## src/rtl/bs_pkg.sv

```systemverilog
// bs_pkg: shared constants, state encoding and widths for the grn_clt Gaussian generator
package bs_pkg;
  localparam int LANES = 12;
  localparam int UW = 12;
  localparam int PSW = UW + 2;
  localparam int TOTW = UW + 4;
  localparam int OFFSET_6 = 24576;
  localparam logic [31:0] LFSR_TAPS = 32'h8020_0003;
  localparam logic [0:LANES-1][31:0] SEED_SALT = {
    32'h9E37_79B9, 32'h7F4A_7C15, 32'hF39C_C060, 32'h5CED_C834,
    32'h2545_F491, 32'hA5A5_A5A5, 32'h3C6E_F372, 32'hBB67_AE85,
    32'h510E_527F, 32'h9B05_688C, 32'h1F83_D9AB, 32'h5BE0_CD19
  };
  typedef enum logic [1:0] {IDLE = 2'd0, RUN = 2'd1, DONE = 2'd2} state_t;
  function automatic logic [31:0] lfsr_step(input logic [31:0] s);
    return s[0] ? (s >> 1) ^ LFSR_TAPS : s >> 1;
  endfunction
endpackage

```

## src/rtl/lfsr32_step12.sv

```systemverilog
// lfsr32_step12: one lane's 32-bit Galois LFSR advanced 12 bit-steps per enabled clock
//   clk, nreset : clock, async active-low reset
//   load, seed  : load seed (zero replaced by 1, the LFSR lock-up state)
//   en          : advance 12 steps
//   u           : low OBITS bits of the current state
module lfsr32_step12 import bs_pkg::*; #(
  parameter int OBITS = 12
) (
  input  logic             clk,
  input  logic             nreset,
  input  logic             load,
  input  logic             en,
  input  logic [31:0]      seed,
  output logic [OBITS-1:0] u
);
  logic [31:0] s, s_adv;
  always_comb begin
    s_adv = s;
    for (int k = 0; k < 12; k++) s_adv = lfsr_step(s_adv);
  end
  always_ff @(posedge clk or negedge nreset)
    if (!nreset) s <= '0;
    else if (load) s <= (seed == '0) ? 32'h1 : seed;
    else if (en) s <= s_adv;
  assign u = s[OBITS-1:0];
endmodule

```

## src/rtl/grn_clt.sv

```systemverilog
// grn_clt: central-limit Gaussian sample generator (sum of 12 uniforms minus 6.0)
//   clk, nreset          : clock, async active-low reset
//   start, seed, niter   : run request with base seed and sample count (IDLE only)
//   ack                  : completion acknowledge (DONE only)
//   grn_valid, grn_ready : output handshake
//   grn_dout             : signed 17.15 sample
//   busy, done           : RUN / DONE status
module grn_clt import bs_pkg::*; #(
  parameter int NLANES = 12,
  parameter int UBITS = 12
) (
  input  logic        clk,
  input  logic        nreset,
  input  logic        start,
  input  logic        ack,
  input  logic [31:0] seed,
  input  logic [31:0] niter,
  input  logic        grn_ready,
  output logic        grn_valid,
  output logic [31:0] grn_dout,
  output logic        busy,
  output logic        done
);
  localparam int PW = UBITS + 2;
  localparam int TW = UBITS + 4;
  state_t state, state_nxt;
  logic [31:0] niter_q, issued, consumed;
  logic [UBITS-1:0] u [NLANES];
  logic [PW-1:0] ps [3];
  logic [TW-1:0] total;
  logic v2, v3, accept, stall, hs, inject;
  assign accept = state == IDLE && start;
  assign stall = grn_valid && !grn_ready;
  assign hs = grn_valid && grn_ready;
  // The LFSR registers act as pipeline stage 1: they hold the next sample's uniforms.
  assign inject = state == RUN && issued != niter_q && !stall;
  assign busy = state == RUN;
  assign done = state == DONE;
  for (genvar i = 0; i < NLANES; i++) begin : g_lane
    lfsr32_step12 #(.OBITS(UBITS)) u_lfsr (
      .clk(clk), .nreset(nreset), .load(accept), .en(inject),
      .seed(seed ^ SEED_SALT[i]), .u(u[i])
    );
  end
  always_comb begin
    state_nxt = state;
    if (state == IDLE && start) state_nxt = (niter == '0) ? DONE : RUN;
    else if (state == RUN && hs && consumed == niter_q - 32'd1) state_nxt = DONE;
    else if (state == DONE && ack) state_nxt = IDLE;
  end
  always_ff @(posedge clk or negedge nreset)
    if (!nreset) begin
      state <= IDLE;
      niter_q <= '0;
      issued <= '0;
      consumed <= '0;
    end else begin
      state <= state_nxt;
      if (accept) begin
        niter_q <= niter;
        issued <= '0;
        consumed <= '0;
      end else begin
        if (inject) issued <= issued + 32'd1;
        if (hs) consumed <= consumed + 32'd1;
      end
    end
  always_ff @(posedge clk or negedge nreset)
    if (!nreset) begin
      for (int g = 0; g < 3; g++) ps[g] <= '0;
      total <= '0;
      v2 <= 1'b0;
      v3 <= 1'b0;
      grn_valid <= 1'b0;
      grn_dout <= '0;
    end else if (!stall) begin
      for (int g = 0; g < 3; g++)
        ps[g] <= PW'(u[4*g]) + PW'(u[4*g+1]) + PW'(u[4*g+2]) + PW'(u[4*g+3]);
      v2 <= inject;
      total <= TW'(ps[0]) + TW'(ps[1]) + TW'(ps[2]);
      v3 <= v2;
      grn_dout <= (32'(total) - 32'(OFFSET_6)) << 3;
      grn_valid <= v3;
    end
endmodule
```

## config.mk

```make
export PLATFORM = sky130hd
export DESIGN_NAME = grn_clt
export DESIGN_NICKNAME = d
export VERILOG_FILES = /design/src/rtl/bs_pkg.sv /design/src/rtl/lfsr32_step12.sv /design/src/rtl/grn_clt.sv
export SDC_FILE = /design/constraint.sdc
export NUM_CORES = 2
export LEC_CHECK = 0
export BUFFER_PORTS_ARGS = -buffer_cell sky130_fd_sc_hd__buf_4
export CAP_MARGIN = 20
export CORE_UTILIZATION = 25
export CTS_BUF_LIST = sky130_fd_sc_hd__clkbuf_16
export CTS_CLUSTER_SIZE = 28
export DETAILED_ROUTE_END_ITERATION = 16
export PLACE_DENSITY = 0.44
export REMOVE_ABC_BUFFERS = 1
export SLEW_MARGIN = 30
export SYNTH_ARGS = -nofsm -noshare
export SYNTH_HDL_FRONTEND = slang
export SYNTH_SLANG_ARGS = --single-unit
```

## constraint.sdc

```tcl
create_clock -name clk -period 7.9 [get_ports clk]
set_clock_uncertainty 0.2 [all_clocks]
set_input_delay 0 -clock clk [delete_from_list [all_inputs] [get_ports clk]]
set_output_delay 0 -clock clk [all_outputs]
set_load 0.005 [all_outputs]
```

# Yosys cells after proc, flatten, opt, wreduce, memory -nomap -nowiden
# Index checks and enable logic that the tools add are counted.
# totals
input_bits	69
elab_cells	414
output_inout_bits	35
ff_bits	572
# classes
n_eq_ne	4
mux	188
addsub	15
n_reduce_logical	27
n_bitwise	156
# op_table
op	count
32-bit 2-to-1 mux	184
3-bit NOT with 4-bit output	144
32-bit logical NOT	13
32-bit by 1-bit adder with 32-bit output, second input constant	2
16-bit NOT	4
13-bit by 12-bit adder with 14-bit output	3
14-bit by 12-bit adder with 14-bit output	3
12-bit by 12-bit adder with 13-bit output	3
19-bit NOT	2
18-bit NOT	2
32-bit equality test	1
32-bit inequality test	1
32-bit by 1-bit subtractor with 32-bit output, second input constant	1
14-bit NOT	2
20-bit NOT	1
16-bit by 15-bit subtractor with 17-bit output, second input constant	1
15-bit by 14-bit adder with 16-bit output	1
14-bit by 14-bit adder with 15-bit output	1
13-bit NOT	1
1-bit logical AND	8
2-bit 2-to-1 mux	4
2-bit nonzero test	2
3-bit nonzero test	1
2-bit by 1-bit equality test with 1-bit output, second input constant	1
other kinds (3)	4

# Logic depth before layout (Yosys ltp)
# logic_depth
word_depth	26
depth_mapped	13
depth_no_buf	13

# Modules after synthesis
# Synthesis repeated with hierarchy kept, for this count alone.
# hier_totals
cells_unflattened	3943
hier_area_um2	38476.9
# modules_own_cells
mod	n_inst	cells_each	seq_area_each_um2	area_each_um2
lfsr32_step12 at g_lane[10].u_lfsr ...	11	218	800.8	2145.8
grn_clt	1	1324	4404.2	12724.7
lfsr32_step12 at g_lane[0].u_lfsr	1	221	800.8	2148.3

# Worst setup path before layout
# Ideal clock, no wire load.
# synth_timing
path_type	reg2reg
start	register g_lane[4].u_lfsr.s[1]
end	register ps[25] (netlist name)
required_ns	7.565
period_less_slack_ns	3.498
slack_ns	4.402
n_path_buf	0
setup_time_ns	0.135
t_arrival_ns	3.163
stages_incl_launch_ff	13
path_cell_list	dfrtp_1 fa_1 fa_1 ha_1 inv_1 fa_1 nor2b_1 o21ai_0 a21boi_0 o21ai_0 a21boi_0 o21a_1 o211ai_1
# synth_between
elab_chain_cells	3
# synth_rtl
item	line	source
start: declaration	lfsr32_step12.sv:16	logic [31:0] s, s_adv;
start signal: assignment	lfsr32_step12.sv:23	else if (load) s <= (seed == '0) ? 32'h1 : seed;
start signal: assignment	lfsr32_step12.sv:24	else if (en) s <= s_adv;
12-bit by 12-bit adder with 13-bit output	grn_clt.sv:78	ps[g] <= PW'(u[4*g]) + PW'(u[4*g+1]) + PW'(u[4*g+2]) + PW'(u[4*g+3]);
13-bit by 12-bit adder with 14-bit output	grn_clt.sv:78	
14-bit by 12-bit adder with 14-bit output	grn_clt.sv:78	
end signal: indexed assignment	grn_clt.sv:78	
end: declaration	grn_clt.sv:29	logic [PW-1:0] ps [3];
# Every way passes these cells.
# A chain may end at the register's enable or synchronous reset.

# Worst setup path in the final report
# layout_timing
start	register g_lane[4].u_lfsr.s[0]
end	register ps[25] (netlist name)
# Same word-level chain as after synthesis.

==> results.md <==
* RR Startpoint: g_lane[4].u_lfsr.s[0]
* Cell row count at 133
* Total GRT Usage at 17.7%
* Crit path time final at 3970 ps
* Clk sink count at 560
* Top post-synthesis cells by area: dfrtp_1 42%, xnor2_1 7.9%, xor2_1 6.2%, mux2i_1 5.7%, fa_1 5.2%
* Vias per std cell at 4.83
* Die ar. at 135000 um2
* Post-synth EDFFs at 0
* Largest net degree at the start of global routing at 190
* Starting Density at 25.3%
* Cts repair resizes at 0
* Final worst slack at 3930 ps
* WL/cell at 22.4 um
* Worst-Skew Late Latency at 680 ps
* Area Growth Syn to Fin at 19.8%
* Syn Area/Cell at 9.72 um2
* Hold Crit Class: input pin to register
* H-tree Lvls at 3
* Core ar. at 132000 um2
* Critical Path Start Type: register
* RR Endpoint: ps[25]
* Hold Path End: g_lane[5].u_lfsr.s[28]
* Drt pass-1 iters at 5
* Post-CTS setup buffer count at 0
* RSZ-0062 raised after global routing: no
* Reg-to-reg slack, setup at 3930 ps
* DRC Markers at 0
* Final hold viol count at 0
* Critical Path Sink Type: register
* Final Max Tran Viols at 0
* Synth async-reset ratio at 100%
* NumNets Final at 3805
* Post-Syn Area at 33400 um2
* Outcome: complete, no violations
* Synth warn at 0
* Dpl cell area at 35800 um2
* Worst-path clk slew at 70 ps
* I/O Pins at 104
* Worst hold start: seed[28]
* Arr. time, crit path at 4330 ps
* F_max at 0.252 GHz
* WP data required at 8260 ps
* Dpl ws at 3950 ps
* DP Wirelength at 81.9 mm
* Via count at 26.1k
* Worst Tran Pin Value at 1060 ps
* First-pass GRT wire length at 179 mm
* Crit-path max FO at 6
* Relative slew slack at 29.4%
* Final Setup Violations at 0
* Hold slack at 21.5 ps
* Final antenna-violating net count at 0
* I/O Buffers at 100
* 1st-iter DRT viols at 2104
* Ratio of cells with drive above 1 in the final layout at 7.19%
* Post-synth top flop: dfrtp_1
* Area leader, netlist: dfrtp_1
* Design Area, Final at 40000 um2
* Final RePlAce weighted congestion at 0.903
* WL final at 121 mm
* Seq cells post-synth at 560
* Yosys cell types at 76
* CTS tree: built
* Mapped Cells at 3433
* Root Buffer: clkbuf_16
* Max Root-Sink Buffers at 3
* Final cycle utilization of the critical path at 50.3%
* Gr ovfl total at 0
* Vias in the first global route at 25.9k
* WHS Path Cells at 4
* Seq/Total Area, Yosys at 42.0%
* Post-synth top area share at 42.0%
* Maxcap violations at 0
* Reg2Reg Depth at 12
* Die Height at 367 um
* Initial antenna violation count at 8
* CP Class: register to register
* # hold bufs at CTS at 177
* Die X-Extent at 367 um
* TritonCTS buffer count at 71
==> cell families (layout without fill, tap and decap cells) <==
| logic type | count (synthesis) | count (layout) | share of synthesized area [%] |
|---|---|---|---|
| other | 1 | 4 | 0.0112 |
| multiplexers | 189 | 189 | 5.67 |
| adder cells (fa/ha/maj) | 143 | 143 | 7.32 |
| flip-flops | 560 | 560 | 42.0 |
| AND/OR/NAND/NOR | 911 | 911 | 12.8 |
| XOR/XNOR | 557 | 557 | 15.4 |
| buffers and inverters | 266 | 476 | 3.25 |
| AO/OA/AOI/OAI | 806 | 806 | 13.5 |
==> per-stage QoR <==
stage               util [%]  cells   TNS, ps
detailed placement      27.2   5096         0
global placement        27.1   5096         0
global route            30.3   5400         0
CTS                     30.3   5398         0
finish                  30.3   5401         0
floorplan                  -   3212  -3377080
==> state kept, by name, summed over array words and instances, names as in the netlist <==
register / cells
consumed: 32
g_lane.u_lfsr.s: 384
grn_dout: 17
grn_valid: 1
issued: 32
niter_q: 32
ps: 42
state: 2
total: 16
v2: 1
v3: 1
==> placed cells by master, fill, tap and decap left out, types with 10 or more instances in the layout <==
master / Yosys / layout
inv_1: 43 / 59
buf_4: 15 / 118
xor2_1: 237 / 237
a21o_1: 12 / 12
nor3_1: 36 / 36
nor3b_1: 14 / 13
a21oi_1: 314 / 314
nor2b_1: 11 / 10
clkbuf_16: 0 / 72
and4_1: 10 / 10
nand2_1: 420 / 419
fa_1: 87 / 87
o211ai_1: 11 / 11
nor4_1: 36 / 36
clkinv_1: 0 / 15
and3_1: 16 / 16
a31oi_1: 35 / 35
mux2i_1: 189 / 189
nand3b_1: 10 / 10
nand3_1: 42 / 42
nor2_1: 181 / 171
xnor2_1: 300 / 300
o21ai_0: 313 / 313
and2_1: 23 / 23
dfrtp_1: 560 / 560
o31ai_1: 24 / 24
a211oi_1: 16 / 16
a2111oi_0: 15 / 15
nand4_1: 26 / 26
or3_1: 21 / 21
a21boi_0: 11 / 11
xnor3_1: 20 / 20
nand2b_1: 21 / 18
dlygate4sd3_1: 0 / 176
ha_1: 56 / 56
==> cells in the mapped netlist (all sizes together) (52+ instances only) <==
library cell / instances
dfrtp: 560
nand2: 420
o21ai: 315
a21oi: 314
xnor2: 300
xor2: 237
mux2i: 189
nor2: 181
clkbuf: 171
fa: 87
ha: 56
buf: 52
==> worst max-delay path, cell delays in order (launching register included) <==
cell and delay [ps]:
dfrtp_1 500, fa_1 490, fa_1 520, ha_1 160
inv_1 70, fa_1 460, nor2b_1 120, o21ai_0 140
a21boi_0 290, o21ai_0 190, a21boi_0 420, o21a_1 200
o211ai_1 90
==> layout make-up <==
cell class                      count  area [um2]
Antenna cell                        1        2.50
Clock buffer                       72        1800
Clock inverter                     53         504
Fill cell                       13800       92000
Inverter                           43         161
Multi-Input combinational cell   2609       18400
Sequential cell                   560       14000
Tap cell                         1755        2200
Timing Repair Buffer              308        2940
==> how the worst max path moves through the flow <==
stage                                startpoint                      to  cells past startpoint
final                     g_lane[4].u_lfsr.s[0]                  ps[25]                     12
after global routing      g_lane[4].u_lfsr.s[0]                  ps[25]                     12
after CTS                 g_lane[4].u_lfsr.s[0]                  ps[25]                     12
after detailed placement  g_lane[4].u_lfsr.s[0]                  ps[25]                     12
after global placement    g_lane[4].u_lfsr.s[0]                  ps[25]                     12
after floorplan                        state[1]  g_lane[0].u_lfsr.s[18]                      4
==> per-layer routing <==
layer	track usage [%]	routed length (um)	vias to the layer above
met4	5.59	3760	4
li1	-	-	12200
met2	26.4	52800	696
met1	25.8	58500	13000
met5	0	27	-
met3	2.89	5670	180
Power is left out: the tool's default activity adds up to more than one toggle a clock period on the data nets, which glitch-free logic cannot reach.
